===== src/rtl/rpsc_pkg.sv =====
// rpsc_pkg: shared filter state type and default sizing for the fault latch card
package rpsc_pkg;
  typedef enum logic [1:0] {OK, QUAL_ON, FAULT, QUAL_OFF} filt_state_t;
  localparam int DEF_N_CH     = 8;
  localparam int DEF_FILT_CYC = 16;
endpackage


===== src/rtl/rpsc_fault_filter.sv =====
// rpsc_fault_filter: per-channel synchroniser, polarity fix and debounce FSM
// Ports: clk, reset_n (async, active-low), fault_in (raw async input),
//        fault_out (qualified state), rise (fault_out rises at the next edge)
module rpsc_fault_filter import rpsc_pkg::*; #(
  parameter int   FILT_CYC = DEF_FILT_CYC,
  parameter logic POL      = 1'b0
) (
  input  logic clk,
  input  logic reset_n,
  input  logic fault_in,
  output logic fault_out,
  output logic rise
);
  logic [1:0] sync;
  filt_state_t st, st_n;
  logic [7:0] cnt, cnt_n, cnt_inc;
  logic s, done;
  assign s = sync[1] ^ POL;
  // The sample that leaves OK/FAULT counts as the first, so the qualifying
  // sample arrives when cnt reaches FILT_CYC-2.
  assign done = (9'(cnt) + 9'd2) >= 9'(FILT_CYC);
  assign cnt_inc = (&cnt) ? cnt : cnt + 8'd1;
  assign fault_out = (st == FAULT) || (st == QUAL_OFF);
  assign rise = (st == QUAL_ON) && s && done;
  always_ff @(posedge clk or negedge reset_n)
    if (!reset_n) begin
      sync <= {2{POL}};
      st   <= OK;
      cnt  <= '0;
    end else begin
      sync <= {sync[0], fault_in};
      st   <= st_n;
      cnt  <= cnt_n;
    end
  always_comb begin
    st_n  = st;
    cnt_n = cnt;
    unique case (st)
      OK:       if (s) begin st_n = QUAL_ON; cnt_n = '0; end
      QUAL_ON:  if (!s) st_n = OK; else if (done) st_n = FAULT; else cnt_n = cnt_inc;
      FAULT:    if (!s) begin st_n = QUAL_OFF; cnt_n = '0; end
      QUAL_OFF: if (s) st_n = FAULT; else if (done) st_n = OK; else cnt_n = cnt_inc;
    endcase
  end
endmodule


===== src/rtl/rpsc_fault_latch_card.sv =====
// rpsc_fault_latch_card: filtered fault inputs with latched alarms and first-out capture
// Ports: clk, reset_n (async, active-low), fault_in[N_CH] (raw), mask[N_CH],
//        clear (level, acts on rising edge), fault_out, fault_la, alarm_la,
//        first_valid, first_idx
module rpsc_fault_latch_card import rpsc_pkg::*; #(
  parameter int              N_CH     = DEF_N_CH,
  parameter int              FILT_CYC = DEF_FILT_CYC,
  parameter logic [N_CH-1:0] POL      = '0
) (
  input  logic                    clk,
  input  logic                    reset_n,
  input  logic [N_CH-1:0]         fault_in,
  input  logic [N_CH-1:0]         mask,
  input  logic                    clear,
  output logic [N_CH-1:0]         fault_out,
  output logic [N_CH-1:0]         fault_la,
  output logic                    alarm_la,
  output logic                    first_valid,
  output logic [$clog2(N_CH)-1:0] first_idx
);
  localparam int IW = $clog2(N_CH);
  logic [N_CH-1:0] rise, set, la_n;
  logic clear_q, armed, clr_edge;
  logic [IW-1:0] low_idx;
  for (genvar g = 0; g < N_CH; g++) begin : g_ch
    rpsc_fault_filter #(.FILT_CYC(FILT_CYC), .POL(POL[g])) u_filt (
      .clk       (clk),
      .reset_n   (reset_n),
      .fault_in  (fault_in[g]),
      .fault_out (fault_out[g]),
      .rise      (rise[g])
    );
  end
  assign set = rise & ~mask;
  // armed stays low for the first cycle after reset so a clear held through
  // release is not mistaken for a fresh request.
  assign clr_edge = clear & ~clear_q & armed;
  // A new latch wins over a simultaneous clear; clear spares live faults.
  assign la_n = set | (fault_la & ~({N_CH{clr_edge}} & ~fault_out));
  always_comb begin
    low_idx = '0;
    for (int i = N_CH - 1; i >= 0; i--)
      if (set[i]) low_idx = IW'(i);
  end
  always_ff @(posedge clk or negedge reset_n)
    if (!reset_n) begin
      fault_la    <= '0;
      alarm_la    <= 1'b0;
      first_valid <= 1'b0;
      first_idx   <= '0;
      clear_q     <= 1'b0;
      armed       <= 1'b0;
    end else begin
      fault_la <= la_n;
      alarm_la <= |fault_la;
      clear_q  <= clear;
      armed    <= 1'b1;
      if (!first_valid && |set) begin
        first_valid <= 1'b1;
        first_idx   <= low_idx;
      end else if (la_n == '0) first_valid <= 1'b0;
    end
endmodule


===== config.mk =====
export PLATFORM = sky130hd
export DESIGN_NAME = rpsc_fault_latch_card
export DESIGN_NICKNAME = d
export VERILOG_FILES = /design/src/rtl/rpsc_pkg.sv /design/src/rtl/rpsc_fault_filter.sv /design/src/rtl/rpsc_fault_latch_card.sv
export SDC_FILE = /design/constraint.sdc
export NUM_CORES = 1
export LEC_CHECK = 0
export CAP_MARGIN = 10
export CORE_MARGIN = 1.5
export CORE_UTILIZATION = 45
export CTS_CLUSTER_SIZE = 28
export DETAILED_ROUTE_END_ITERATION = 6
export GPL_ROUTABILITY_DRIVEN = 0
export PLACE_DENSITY_LB_ADDON = 0.2
export SYNTH_ARGS = -nofsm -noshare
export SYNTH_HDL_FRONTEND = slang
export SYNTH_SLANG_ARGS = --single-unit
export TNS_END_PERCENT = 1

===== constraint.sdc =====
create_clock -name clk -period 4.25 [get_ports clk]
set_input_delay 0.85 -clock clk [delete_from_list [all_inputs] [get_ports clk]]
set_output_delay 0.85 -clock clk [all_outputs]
set_load 0.005 [all_outputs]

# == Word-level counts from Yosys, hierarchy flattened ==
# Cells that the tools add are included.
# op_classes
eq_ne,72
n_mux,122
n_bitwise,10
order_cmp,8
reduce_logical,62
n_addsub,16
# ops
op,n
2-to-1 mux 8 bit,48
case mux 8 bit (4 select lines),8
2-to-1 mux 2 bit,48
"adder 8 x 2 -> 9 bit, second input constant",8
">= comparator 9 x 5 -> 1 bit, second input constant",8
"adder 8 x 1 -> 8 bit, second input constant",8
case mux 2 bit (4 select lines),8
AND reduction 4 bit,16
AND reduction 8 bit,8
"== test 2 bit, second input constant",16
"inequality test 2 x 1 -> 1 bit, second input constant",16
"inequality test 2 bit, second input constant",16
AND 8 bit,3
2-to-1 mux 3 bit,8
"inequality test 3 x 1 -> 1 bit, second input constant",8
"inequality test 3 bit, second input constant",8
inverter 8 bit,3
logical AND 1 bit,17
"== test 2 x 1 -> 1 bit, second input constant",8
zero test 2 bit,8
OR reduction 8 bit,2
zero test 8 bit,1
logical OR 1 bit,8
OR 8 bit,1
5 further kinds,7
# totals
output_inout_bits,21
reg_bits,111
word_cells,320
in_bits,19

# == Longest topological paths before layout ==
# depth
depth_word,12
ltp_mapped,9

# == Cells and area by module ==
# From an unflattened synthesis, not the netlist that was laid out.
# unflattened
cells_unflattened,523
area_unflattened_um2,5617.9
# modules_own_cells
mod,area_per_inst_um2,seq_area_each_um2,instances,cells_each
rpsc_fault_filter at g_ch[0].u_filt ...,605.6,300.3,7,56
rpsc_fault_latch_card,734.5,375.4,1,67
rpsc_fault_filter at g_ch[7].u_filt,644.4,300.3,1,64

# == Worst setup path after synthesis ==
# No wires, ideal clock.
# synth_timing
kind,register to register
start,register g_ch[0].u_filt.cnt[1]
end,register first_idx[0]
setup_slack_ns,1.997
required_time_ns,4.125
setup_time_ns,0.125
arrival_ns,2.128
path_stages_with_launch,10
cell_sequence,dfrtp_1 ha_1 and4b_1 a21oi_2 o41ai_1 or4b_1 buf_2 a41oi_2 nor2_1 mux2_4
# synth_between
elab_chain_cells,6
word_cells_on_any_way,7
cone_classes,add/sub (1); order compare (1); mux (1); bitwise (1); reduce/logical (3)
# synth_lines
element,line_no,rtl
"start, declared",rpsc_fault_filter.sv:16,"logic [7:0] cnt, cnt_n, cnt_inc;"
"start signal, assigned",rpsc_fault_filter.sv:33,cnt <= cnt_n;
adder 8 x 2 -> 9 bit (*),rpsc_fault_filter.sv:21,assign done = (9'(cnt) + 9'd2) >= 9'(FILT_CYC);
>= comparator 9 x 5 -> 1 bit (*),rpsc_fault_filter.sv:21,
logical AND 1 bit (*),rpsc_fault_filter.sv:24,assign rise = (st == QUAL_ON) && s && done;
AND 8 bit (*),rpsc_fault_latch_card.sv:34,assign set = rise & ~mask;
OR reduction 8 bit,rpsc_fault_latch_card.sv:58,if (!first_valid && |set) begin
logical AND 1 bit,rpsc_fault_latch_card.sv:58,
"end signal, assigned",rpsc_fault_latch_card.sv:60,first_idx <= low_idx;
"end, declared",rpsc_fault_latch_card.sv:19,output logic [$clog2(N_CH)-1:0] first_idx
# Mark *: on every way between the ends. The rest lies on a longest branch, timed or not.
# A chain may end at the register's enable or synchronous reset.

# == Final worst setup path ==
# Same ends and word-level chain as after synthesis.

==> results.md <==
* Total power at ~2300 uW
* Post-synth top area cell: sky130_fd_sc_hd__dfrtp_1
* Required time at the endpoint of the critical path at 4.49 ns
* Share of synthesized area occupied by flip-flops and latches at 0.540
* Final worst clock skew at 0.00878 ns
* Clock sink total at 111
* Die W at 110 um
* Count of synthesis-stage warnings from yosys at 0
* Worst path slowest cell: sky130_fd_sc_hd__dfrtp_1
* Most frequent cell after synthesis: sky130_fd_sc_hd__dfrtp_1
* Routed wire per std cell at between 10 and 15 um
* Switching share of total power at 0.234
* Worst min-delay path class: register to register
* Detailed placer's ending HPWL at about 6.8 mm
* CP Launch Type: register
* Result of the run: completed
* Number of flops mapped to enable cells by yosys at 0
* First-pass GRT wire length at around 17 mm
* Max-cap check violation count at 0
* Overall fraction of global-route tracks in use at 0.180
* Ranking of synthesized cells by area: sky130_fd_sc_hd__dfrtp_1, sky130_fd_sc_hd__ha_1, sky130_fd_sc_hd__nor2_1
* Overflow after GRT at 0
* Via count at roughly 3500
* Pint at about 1800 uW
* Count of routing violations after the opening detailed-route iteration at about 150
* Capture point of the worst reg-to-reg path: first_idx[0]
* Nets at about 560
* Number of antenna-violating nets in the routed design at 0
* Category of the most critical setup path: register to register
* Cts-stage hold buffer count at 0
* Final wirelength at between 9 and 10 mm
* CTS tree: done
* Total number of H-tree levels at 3
* DR vias/cell at 5.32
* Total I/O pin count at 40
* Latest clock arrival within the worst-skew pair at ~0.35 ns
* Slack of the worst reg-to-reg path at ~1.7 ns
* Post-route clock period utilization at 0.589
* Endpoints failing setup at 0
* Crit path max-delay family: simple AND/OR/NAND/NOR gates
* Crit path cell chain: ha_1 -> and4b_1 -> a21oi_2 -> o41ai_1 -> or4b_1 -> a41oi_2 -> nor2_1 -> mux2_4
* Number of instances in the synthesized netlist at 480
* Most frequent cells after synthesis: sky130_fd_sc_hd__dfrtp_1, sky130_fd_sc_hd__nor2_1, sky130_fd_sc_hd__nand2_1
* Die Span Y at roughly 110 um
* Clock network power share at 0.416
* Antenna violations before repair at 0
* RSZ-0062 raised after global routing: false
* Max-slew violation count at 0
* Buffering stage count on the worst path with inverters included at 0
* Number of global-route vias before repair at 3531
* Fraction of synthesized cell area taken by the top area cell type at 0.540
* Layout Area Growth over Synthesis at 15.9%
* Cell area after placement at around 5600 um2
* PortBufs at 39
* Stage delay of the slowest cell on the critical path at 0.44 ns
* Fin Hold WS at ~0.36 ns
* Worst IR drop on VDD at about 210 uV
* Endpoint class of the critical path: register
* Number of distinct standard cells referenced by the synthesized netlist at 54
* Clock root cell: sky130_fd_sc_hd__clkbuf_16
* Reported leakage power at about 0.0029 uW
* Flop pwr share at 0.515
* Total of flip-flops plus latches after synthesis at ~110
* DRC violation count after routing at 0
* Post-route design area at slightly below 6000 um2
* Number of rows created at floorplan at 38
* Most frequently used flop master after synthesis: sky130_fd_sc_hd__dfrtp_1
* Post-Syn Area at roughly 5100 um2
* Transition at the pin with the smallest max-transition slack at between 0.9 and 1 ns
* Largest fanout on the critical path at 6
* Diode insertion count for antenna repair at 0
* Power density over the cells at around 390 nW/um2
* Worst-case clock buffer depth at 2
* Syn avg cell area at between 10 and 15 um2
* Arrival time reported for the critical path endpoint at about 2.7 ns
* Final Hold Violating Endpoints at 0
* Net switching power of the design at ~540 uW
* Synthesized net count at about 520
* Peak Freq at approximately 400 MHz
* Standard cell core area at roughly 11000 um2
* Crit path depth at 8
* Crit path capture: first_idx[0]
* Rel. slew slack at 0.334
* Final sum of negative setup slack at 0 ns
* Minimum period implied by the final worst setup slack at 2.50 ns
* Worst reg2reg startpoint: g_ch[0].u_filt.cnt[1]
* R2R cell count at 8
* Total CTS buffers at 9
* Clock slew seen by the registers of the worst setup and hold paths at around 0.070 ns
* Logic pwr share at 0.069
* Pin count of the biggest net entering global routing at 68
* Origin of the worst setup path: g_ch[0].u_filt.cnt[1]
* Drt first pass iters at 4
* Synth async-reset ratio at 1.00
* Die Footprint at about 12000 um2
* Buffers inserted during post-CTS setup optimization at 0
* Share of final-layout standard cells stronger than drive strength 1 at 0.0638
* Initial Utilization at 0.468
* CTS-repair resized insts at 0
worst min-delay path by stage:
stage | cells after the start | endpoint | from | slack (ns)
finish | 0 | g_ch[7].u_filt.sync[1] | g_ch[7].u_filt.sync[0] | 0.36
detailed placement | 0 | g_ch[6].u_filt.sync[1] | g_ch[6].u_filt.sync[0] | 0.34
global placement | 0 | g_ch[6].u_filt.sync[1] | g_ch[6].u_filt.sync[0] | 0.33
CTS | 0 | g_ch[7].u_filt.sync[1] | g_ch[7].u_filt.sync[0] | 0.36
global route | 0 | g_ch[2].u_filt.sync[1] | g_ch[2].u_filt.sync[0] | 0.37
floorplan | 0 | g_ch[0].u_filt.sync[1] | g_ch[0].u_filt.sync[0] | 0.33
power by group through the flow:
stage | logic (uW) | registers, uW | clock network [uW]
2_1_floorplan | 101 | 1180 | 0
3_3_place_gp | 154 | 1200 | 0
3_5_place_dp | 161 | 1200 | 0
4_1_cts | 162 | 1180 | 989
5_1_grt | 183 | 1190 | 1030
6_report | 159 | 1180 | 957
cells by family (layout without fill, tap and decap cells):
kind of cell | Yosys count | count (layout) | share of synthesized area
other cells | 1 | 1 | 0.000729
compound gates | 76 | 76 | 0.101
buf+inv | 35 | 72 | 0.0319
flops | 111 | 111 | 0.540
xor+xnor | 32 | 32 | 0.0545
simple gates | 188 | 188 | 0.185
mux | 13 | 13 | 0.0282
fa+ha+maj | 24 | 24 | 0.0584
metal layers:
metal  vias up  GRT usage  routed length (um)
li1       1725          -                   -
met1      1695      0.231                4540
met2        63      0.282                4480
met3        10     0.0682                 507
met4         0     0.0566                 127
met5         -          0                   0
per-stage QoR:
| stage | worst slack, ns | utilization | instances |
|---|---|---|---|
| finish | 1.75 | 0.543 | 657 |
| global placement | 1.48 | 0.512 | 641 |
| floorplan | 2.00 | - | 480 |
| global route | 1.54 | 0.543 | 657 |
| CTS | 1.74 | 0.543 | 657 |
| detailed placement | 1.44 | 0.512 | 641 |
registers in the layout, indices dropped and copies added (netlist names), named ones only:
| register | flops |
|---|---|
| g_ch.u_filt.cnt | 64 |
| alarm_la | 1 |
| first_valid | 1 |
| clear_q | 1 |
| armed | 1 |
| g_ch.u_filt.st | 8 |
| fault_la | 8 |
| g_ch.u_filt.sync | 16 |
| first_idx | 3 |
cells in the final DEF (no fill, tap or decap), types with 16 or more instances in the layout:
cell,netlist,layout
sky130_fd_sc_hd__ha_1,24,24
sky130_fd_sc_hd__nand2_1,40,40
sky130_fd_sc_hd__clkdlybuf4s50_1,0,38
sky130_fd_sc_hd__o21ai_0,21,21
sky130_fd_sc_hd__nor2_1,56,56
sky130_fd_sc_hd__xor2_1,21,21
sky130_fd_sc_hd__nand4_1,17,17
sky130_fd_sc_hd__inv_1,16,16
sky130_fd_sc_hd__nand3_1,17,17
sky130_fd_sc_hd__dfrtp_1,111,111
worst register-to-register path: stages, from the launching register on:
cell and delay, ns:
sky130_fd_sc_hd__dfrtp_1 0.44, sky130_fd_sc_hd__ha_1 0.23, sky130_fd_sc_hd__and4b_1 0.26, sky130_fd_sc_hd__a21oi_2 0.07, sky130_fd_sc_hd__o41ai_1 0.41, sky130_fd_sc_hd__or4b_1 0.31
sky130_fd_sc_hd__a41oi_2 0.15, sky130_fd_sc_hd__nor2_1 0.21, sky130_fd_sc_hd__mux2_4 0.32
final cells by class:
type / count / area, um2
inverters: 16 / 60.1
multi-input cells: 334 / 2200
repair buffers: 40 / 408
well taps: 140 / 175
flip-flops and latches: 111 / 2780
clock buffers: 11 / 233
clock inverters: 5 / 106
fillers: 967 / 5020
Note: power is estimated with default switching activity, not from simulation.
